<file path="config.mk">
export PLATFORM = sky130hd
export DESIGN_NAME = bp_mem_cmd_mux_flat
export DESIGN_NICKNAME = d
export VERILOG_FILES = /design/src/rtl/bp_mem_cmd_mux_if.sv /design/src/rtl/bp_mem_cmd_mux.sv /design/src/flat_wrapper.sv
export SDC_FILE = /design/constraint.sdc
export NUM_CORES = 1
export LEC_CHECK = 0
export CAP_MARGIN = 20
export CORE_AREA = 5 5 250 252
export CTS_BUF_LIST = sky130_fd_sc_hd__clkbuf_4 sky130_fd_sc_hd__clkbuf_8
export CTS_CLUSTER_SIZE = 20
export DETAILED_ROUTE_END_ITERATION = 6
export DIE_AREA = 0 0 255 257
export PLACE_DENSITY = 0.75
export SKIP_LAST_GASP = 1
export SLEW_MARGIN = 40
export SYNTH_ARGS = -nofsm -noshare
export SYNTH_HDL_FRONTEND = slang
export SYNTH_SLANG_ARGS = --single-unit
</file>
<file path="constraint.sdc">
create_clock -name clk_i -period 19.22 [get_ports clk_i]
set_input_delay 3.844 -clock clk_i [delete_from_list [all_inputs] [get_ports clk_i]]
set_output_delay 3.844 -clock clk_i [all_outputs]
set_load 0.1 [all_outputs]
</file>
<file path="src/rtl/bp_mem_cmd_mux_if.sv">
// Downstream memory port of bp_mem_cmd_mux: one command out, in-order responses back.
interface bp_mem_cmd_mux_if #(
  parameter int msg_width_p = 128
);
  logic [msg_width_p-1:0] mem_cmd_o;
  logic                   mem_cmd_v_o;
  logic                   mem_cmd_ready_i;
  logic [msg_width_p-1:0] mem_resp_i;
  logic                   mem_resp_v_i;
  logic                   mem_resp_yumi_o;

  modport master (
    output mem_cmd_o,
    output mem_cmd_v_o,
    input  mem_cmd_ready_i,
    input  mem_resp_i,
    input  mem_resp_v_i,
    output mem_resp_yumi_o
  );

  modport slave (
    input  mem_cmd_o,
    input  mem_cmd_v_o,
    output mem_cmd_ready_i,
    output mem_resp_i,
    output mem_resp_v_i,
    input  mem_resp_yumi_o
  );
endinterface

</file>
<file path="src/rtl/bp_mem_cmd_mux.sv">
// N-channel memory command concentrator: per-channel FIFOs, RR arbiter, in-order resp routing.
// Optional perf counters enabled with `define BP_MEM_CMD_MUX_PERF_EN.
module bp_mem_cmd_mux #(
  parameter int num_channels_p = 2,
  parameter int msg_width_p    = 128,
  parameter int in_els_p       = 2,
  parameter int outstanding_p  = 4,
  localparam int lg_ch_lp  = (num_channels_p > 1) ? $clog2(num_channels_p) : 1,
  localparam int lg_els_lp = $clog2(in_els_p),
  localparam int els_w_lp  = $clog2(in_els_p+1),
  localparam int lg_out_lp = (outstanding_p > 1) ? $clog2(outstanding_p) : 1,
  localparam int cnt_w_lp  = $clog2(outstanding_p+1)
) (
  input  logic                               clk_i,
  input  logic                               reset_n_i,
  input  logic [num_channels_p*msg_width_p-1:0] cmd_i,
  input  logic [num_channels_p-1:0]          cmd_v_i,
  output logic [num_channels_p-1:0]          cmd_ready_o,
  bp_mem_cmd_mux_if.master                   mem,
  output logic [msg_width_p-1:0]             resp_o,
  output logic [num_channels_p-1:0]          resp_v_o,
  input  logic [num_channels_p-1:0]          resp_yumi_i,
  output logic [cnt_w_lp-1:0]                outstanding_o,
  output logic                               orphan_resp_o
`ifdef BP_MEM_CMD_MUX_PERF_EN
  ,
  output logic [31:0]                        perf_stall_cycles_o,
  output logic [31:0]                        perf_credit_stall_o
`endif
);

  logic [msg_width_p-1:0]    head [num_channels_p];
  logic [num_channels_p-1:0] enq, deq, nonempty;

  for (genvar c = 0; c < num_channels_p; c++) begin : g_ch
    logic [msg_width_p-1:0] mem_q [in_els_p];
    logic [lg_els_lp-1:0]   wr_q, rd_q;
    logic [els_w_lp-1:0]    cnt_q;

    assign cmd_ready_o[c] = (cnt_q != els_w_lp'(in_els_p));
    assign enq[c]         = cmd_v_i[c] & cmd_ready_o[c];
    assign nonempty[c]    = (cnt_q != '0);
    assign head[c]        = mem_q[rd_q];

    always_ff @(posedge clk_i or negedge reset_n_i) begin
      if (!reset_n_i) begin
        wr_q  <= '0;
        rd_q  <= '0;
        cnt_q <= '0;
      end else begin
        if (enq[c])
          wr_q <= (wr_q == lg_els_lp'(in_els_p-1)) ? '0 : wr_q + 1'b1;
        if (deq[c])
          rd_q <= (rd_q == lg_els_lp'(in_els_p-1)) ? '0 : rd_q + 1'b1;
        if (enq[c] != deq[c])
          cnt_q <= enq[c] ? cnt_q + 1'b1 : cnt_q - 1'b1;
      end
    end

    // Payload storage needs no reset; the pointers define what is valid.
    always_ff @(posedge clk_i) begin
      if (enq[c])
        mem_q[wr_q] <= cmd_i[c*msg_width_p +: msg_width_p];
    end
  end

  logic [lg_ch_lp-1:0] rr_q, grant, idx;
  logic                any_nonempty, credit_ok, issue;

  // Scan downward so the channel closest to the pointer wins.
  always_comb begin
    grant        = '0;
    idx          = '0;
    any_nonempty = 1'b0;
    for (int i = num_channels_p-1; i >= 0; i--) begin
      idx = lg_ch_lp'((int'(rr_q) + i) % num_channels_p);
      if (nonempty[idx]) begin
        grant        = idx;
        any_nonempty = 1'b1;
      end
    end
  end

  assign credit_ok       = (outstanding_o != cnt_w_lp'(outstanding_p));
  assign mem.mem_cmd_v_o = any_nonempty & credit_ok;
  assign mem.mem_cmd_o   = head[grant];
  assign issue           = mem.mem_cmd_v_o & mem.mem_cmd_ready_i;
  assign deq = {num_channels_p{issue}} & (num_channels_p'(1) << grant);

  logic [lg_ch_lp-1:0]  trk_q [outstanding_p];
  logic [lg_out_lp-1:0] trk_wr_q, trk_rd_q;
  logic [lg_ch_lp-1:0]  h;
  logic [cnt_w_lp-1:0]  cnt_q;
  logic                 trk_empty, pop, orphan, orphan_q;

  assign trk_empty = (cnt_q == '0);
  assign h         = trk_q[trk_rd_q];
  assign resp_o    = mem.mem_resp_i;
  assign resp_v_o  = (mem.mem_resp_v_i & !trk_empty)
                   ? (num_channels_p'(1) << h) : '0;
  assign pop       = |(resp_v_o & resp_yumi_i);
  assign orphan    = mem.mem_resp_v_i & trk_empty;
  assign mem.mem_resp_yumi_o = pop | orphan;
  assign outstanding_o = cnt_q;
  assign orphan_resp_o = orphan_q;

  always_ff @(posedge clk_i or negedge reset_n_i) begin
    if (!reset_n_i) begin
      rr_q     <= '0;
      trk_wr_q <= '0;
      trk_rd_q <= '0;
      cnt_q    <= '0;
      orphan_q <= 1'b0;
    end else begin
      if (issue) begin
        rr_q <= (grant == lg_ch_lp'(num_channels_p-1)) ? '0 : grant + 1'b1;
        trk_wr_q <= (trk_wr_q == lg_out_lp'(outstanding_p-1))
                  ? '0 : trk_wr_q + 1'b1;
      end
      if (pop)
        trk_rd_q <= (trk_rd_q == lg_out_lp'(outstanding_p-1))
                  ? '0 : trk_rd_q + 1'b1;
      if (issue & !pop)
        cnt_q <= cnt_q + 1'b1;
      else if (pop & !issue)
        cnt_q <= cnt_q - 1'b1;
      if (orphan)
        orphan_q <= 1'b1;
    end
  end

  always_ff @(posedge clk_i) begin
    if (issue)
      trk_q[trk_wr_q] <= grant;
  end

`ifdef BP_MEM_CMD_MUX_PERF_EN
  logic [31:0] stall_q, credit_q;

  assign perf_stall_cycles_o = stall_q;
  assign perf_credit_stall_o = credit_q;

  always_ff @(posedge clk_i or negedge reset_n_i) begin
    if (!reset_n_i) begin
      stall_q  <= '0;
      credit_q <= '0;
    end else begin
      if (mem.mem_cmd_v_o & !mem.mem_cmd_ready_i & (stall_q != '1))
        stall_q <= stall_q + 1'b1;
      if (any_nonempty & !credit_ok & (credit_q != '1))
        credit_q <= credit_q + 1'b1;
    end
  end
`endif

endmodule
</file>
<file path="src/flat_wrapper.sv">
// flat-port wrapper written by rule: the top's interface ports become plain ports
module bp_mem_cmd_mux_flat 
#(
  parameter int num_channels_p = 2,
  parameter int msg_width_p    = 128,
  parameter int in_els_p       = 2,
  parameter int outstanding_p  = 4,
  localparam int lg_ch_lp  = (num_channels_p > 1) ? $clog2(num_channels_p) : 1,
  localparam int lg_els_lp = $clog2(in_els_p),
  localparam int els_w_lp  = $clog2(in_els_p+1),
  localparam int lg_out_lp = (outstanding_p > 1) ? $clog2(outstanding_p) : 1,
  localparam int cnt_w_lp  = $clog2(outstanding_p+1)
)
  (clk_i, reset_n_i, cmd_i, cmd_v_i, cmd_ready_o, resp_o, resp_v_o, resp_yumi_i, outstanding_o, orphan_resp_o, mem_mem_cmd_o, mem_mem_cmd_v_o, mem_mem_cmd_ready_i, mem_mem_resp_i, mem_mem_resp_v_i, mem_mem_resp_yumi_o);
  bp_mem_cmd_mux_if #(.msg_width_p(msg_width_p)) mem_i ();
  input  logic clk_i;
  input  logic reset_n_i;
  input  logic [num_channels_p*msg_width_p-1:0] cmd_i;
  input  logic [num_channels_p-1:0] cmd_v_i;
  output logic [num_channels_p-1:0] cmd_ready_o;
  output logic [msg_width_p-1:0] resp_o;
  output logic [num_channels_p-1:0] resp_v_o;
  input  logic [num_channels_p-1:0] resp_yumi_i;
  output logic [cnt_w_lp-1:0] outstanding_o;
  output logic orphan_resp_o;
  output wire logic [$bits(mem_i.mem_cmd_o)-1:0] mem_mem_cmd_o;
  output wire logic [$bits(mem_i.mem_cmd_v_o)-1:0] mem_mem_cmd_v_o;
  input wire logic [$bits(mem_i.mem_cmd_ready_i)-1:0] mem_mem_cmd_ready_i;
  input wire logic [$bits(mem_i.mem_resp_i)-1:0] mem_mem_resp_i;
  input wire logic [$bits(mem_i.mem_resp_v_i)-1:0] mem_mem_resp_v_i;
  output wire logic [$bits(mem_i.mem_resp_yumi_o)-1:0] mem_mem_resp_yumi_o;
  assign mem_mem_cmd_o = mem_i.mem_cmd_o;
  assign mem_mem_cmd_v_o = mem_i.mem_cmd_v_o;
  assign mem_i.mem_cmd_ready_i = mem_mem_cmd_ready_i;
  assign mem_i.mem_resp_i = mem_mem_resp_i;
  assign mem_i.mem_resp_v_i = mem_mem_resp_v_i;
  assign mem_mem_resp_yumi_o = mem_i.mem_resp_yumi_o;
  bp_mem_cmd_mux #(.num_channels_p(num_channels_p), .msg_width_p(msg_width_p), .in_els_p(in_els_p), .outstanding_p(outstanding_p)) u_core (.clk_i(clk_i), .reset_n_i(reset_n_i), .cmd_i(cmd_i), .cmd_v_i(cmd_v_i), .cmd_ready_o(cmd_ready_o), .mem(mem_i), .resp_o(resp_o), .resp_v_o(resp_v_o), .resp_yumi_i(resp_yumi_i), .outstanding_o(outstanding_o), .orphan_resp_o(orphan_resp_o));
endmodule
</file>
==> impl_metrics.env <==
export IMPL_num_io_pins=658
export IMPL_avgSynthCellArea_um2=18.4
export IMPL_cp_buffers_inverters=3
export IMPL_yosysUniqueCellTypes=41
export IMPL_holdPathEnd="u_core.orphan_resp_o$_DFFE_PN0P_"
export IMPL_clock_sinks=533
export IMPL_crit_family="buffers and inverters"
export IMPL_hold_buffers=0
export IMPL_slowest_delay_ns=0.53
export IMPL_yosys_warnings=0
export IMPL_gp_congestion=0.846
export IMPL_postPlaceCellArea_um2=24900
export IMPL_hold_path_startpoint="u_core.orphan_resp_o$_DFFE_PN0P_"
export IMPL_yosysSeqAreaShare_pct=73.7
export IMPL_clk_latency_ns=0.66
export IMPL_cts_resized_gates=0
export IMPL_nets=1908
export IMPL_drv_slew=0
export IMPL_synth_area_leaders="edfxtp_1, mux2i_1, buf_4, dfrtp_1, buf_2"
export IMPL_cts_setup_buffers=0
export IMPL_synth_top_area_share_pct=71.8
export IMPL_yosysTopAreaCell="edfxtp_1"
export IMPL_antenna_found_initial=6
export IMPL_hold_viol=0
export IMPL_grt_max_degree=70
export IMPL_clock_skew_ns=0.0431
export IMPL_cts_root_buf="clkbuf_8"
export IMPL_synth_flop_cell="edfxtp_1"
export IMPL_hold_path_class="reg -> reg"
export IMPL_drive_above_1_share_pct=19.4
export IMPL_synthCells=1175
export IMPL_coreArea_um2=59900
export IMPL_post_drt_via_cell_ratio=4.82
export IMPL_clk_pin_slew_worst_paths_ns=0.06
export IMPL_final_min_clock_period_ns=8.88
export IMPL_worst_pin_slew_ns=0.875
export IMPL_crit_path_top_delay_cell="clkdlybuf4s50_1"
export IMPL_grt_first_pass_wirelength_mm=86.5
export IMPL_rsz0062_at_grt="false"
export IMPL_syn_area_um2=21600
export IMPL_setup_violations=0
export IMPL_worstPathRequired_ns=15.38
export IMPL_slew_headroom_pct=41.7
export IMPL_r2r_worst_path_cells=5
export IMPL_place_hpwl_mm=46.3
export IMPL_initial_core_util_pct=36.0
export IMPL_cap_violations=0
export IMPL_num_fill_cells=5199
export IMPL_overflow=0
export IMPL_die_area_um2=65500
export IMPL_fin_crit_sh_pct=46.2
export IMPL_design_area_um2=26700
export IMPL_die_h_um=257
export IMPL_async_flop_share_pct=3.19
export IMPL_hold_depth=1
export IMPL_drtIter0Drc=565
export IMPL_die_width_um=255
export IMPL_critical_path_endpoint_type="output port"
export IMPL_r2r_start="u_core.g_ch[1].cnt_q[0]$_DFFE_PN0P_"
export IMPL_area_growth_pct=23.8
export IMPL_clk_path_buf_depth=3
export IMPL_wl_per_cell_um=26.8
export IMPL_rrSetupSlack_ns=16.67
export IMPL_rows=90
export IMPL_critical_path_max_fanout=5
export IMPL_drc_errors=0
export IMPL_ys_ff_latch=533
export IMPL_cp_cell_sequence="clkdlybuf4s50_1 -> inv_1 -> a21oi_1 -> buf_2"
export IMPL_crit_path_start_kind="primary input"
export IMPL_setup_tns_ns=0
export IMPL_drt_pass1_iterations=5
export IMPL_grtUsageTotal_pct=18.3
export IMPL_synth_net_count=1574
export IMPL_numCtsBuffers=87
export IMPL_cp_arrival_ns=5.04
export IMPL_outcome="finished clean"
export IMPL_grt_pass1_vias=12200
export IMPL_synth_edf_count=516
export IMPL_htreeDepth=3
export IMPL_tritoncts="done"
export IMPL_max_freq_mhz=113
export IMPL_totalWireLength_mm=63.2
export IMPL_ant_nets=0
export IMPL_r2r_end="u_core.g_ch[1].mem_q[0][92]$_DFFE_PP_"
export IMPL_worstSetupPathType="in -> out"
export IMPL_io_buffer_count=401
export IMPL_vias=11400
## synth_stat cells (all sizes together), types with 2 or more instances
cell / n
o21ai: 2
nor2: 7
xnor2: 6
nand2b: 3
mux2i: 387
nand4: 2
xor2: 2
nand2: 8
edfxtp: 516
o21a: 2
ha: 6
nor3b: 2
dfrtp: 17
inv: 9
and2: 4
o21bai: 2
clkbuf: 7
and3: 4
o311ai: 2
a41oi: 2
buf: 167
mux2: 5
## layout by cell type, fill, tap and decap left out, types with 2 or more instances in the layout
cell and n:
mux2_1 4, ha_1 6, clkinv_2 7, dfrtp_4 2
xor2_1 2, dfrtp_1 15, a41oi_1 2, o311ai_0 2
clkinvlp_4 2, nor2_1 5, and2_1 4, inv_1 8
inv_8 4, nand2b_1 3, o21bai_1 2, clkdlybuf4s50_1 262
nand2_1 7, buf_4 5, xnor2_1 6, nand4_1 2
buf_12 3, bufinv_16 5, clkbuf_4 28, nor2_4 2
o21a_1 2, clkinv_1 17, buf_6 9, diode_2 3
clkbuf_8 87, and3_4 2, buf_2 139, inv_12 2
edfxtp_1 516, mux2i_1 386, and3_1 2
## flip-flops by register name, indices dropped and copies added (netlist names)
signal                flops
u_core.orphan_resp_o      1
u_core.g_ch.rd_q          2
u_core.rr_q               1
u_core.g_ch.cnt_q         4
u_core.trk_wr_q           2
u_core.g_ch.mem_q       512
u_core.trk_q              4
u_core.outstanding_o      3
u_core.trk_rd_q           2
u_core.g_ch.wr_q          2
## through the flow
stage	setup WS [ns]	std cells	hold slack, ns	util [%]
detailed placement	10.33	2201	0.476	41.6
CTS	10.33	2355	0.493	44.6
finish	10.34	2359	0.497	44.6
global placement	9.62	2198	0.476	42.6
global route	10.28	2357	0.511	44.6
floorplan	9.32	1175	0.460	-
## worst max path at each step
stage / start / end / slack [ns] / depth (start not counted)
after floorplan: cmd_v_i[0] / u_core.g_ch[0].mem_q[0][0]$_DFFE_PP_ / 9.32 / 2
after global placement: mem_mem_resp_v_i / mem_mem_resp_yumi_o / 9.62 / 4
after detailed placement: mem_mem_resp_v_i / mem_mem_resp_yumi_o / 10.33 / 4
after CTS: mem_mem_resp_v_i / mem_mem_resp_yumi_o / 10.33 / 4
after global routing: mem_mem_resp_v_i / mem_mem_resp_yumi_o / 10.28 / 4
final: mem_mem_resp_v_i / mem_mem_resp_yumi_o / 10.34 / 4
## final cells by class
type / instances / area [um^2] / share of cell area (%)
tap: 782 / 978 / 3.66
clock buffer: 115 / 1410 / 5.26
antenna: 3 / 7.51 / 0.0281
inverter: 9 / 33.8 / 0.126
multi-input combinational: 459 / 4470 / 16.7
clock inverter: 39 / 367 / 1.37
timing repair buffer: 419 / 3540 / 13.3
sequential: 533 / 15900 / 59.6
## worst reg2reg max path, cell delays in order (launching register included)
cell and delay (ns):
dfrtp_1 0.41, nand2b_1 0.21, nand2_1 0.14, nor2_4 0.10
buf_6 0.61, buf_6 0.63
## kinds of logic (layout without fill, tap and decap cells)
| family | Yosys count | count (layout) | synth area share (%) |
|---|---|---|---|
| other cells | 0 | 3 | 0 |
| xor+xnor | 8 | 8 | 0.325 |
| compound gates | 16 | 16 | 0.551 |
| flops | 533 | 533 | 73.7 |
| buf+inv | 183 | 582 | 5.74 |
| mux | 393 | 393 | 18.3 |
| simple gates | 35 | 35 | 0.887 |
| fa+ha+maj | 7 | 7 | 0.440 |
## per-layer routing
layer	up-vias	wire, um	GRT usage, %
met2	616	33600	33.5
met5	-	48	0.226
li1	5086	-	-
met4	8	2590	7.30
met1	5550	18500	16.2
met3	101	8470	10.5
Power is not shown: default switching activity piles up to over one toggle a cycle in this logic, so the estimate is an artifact.
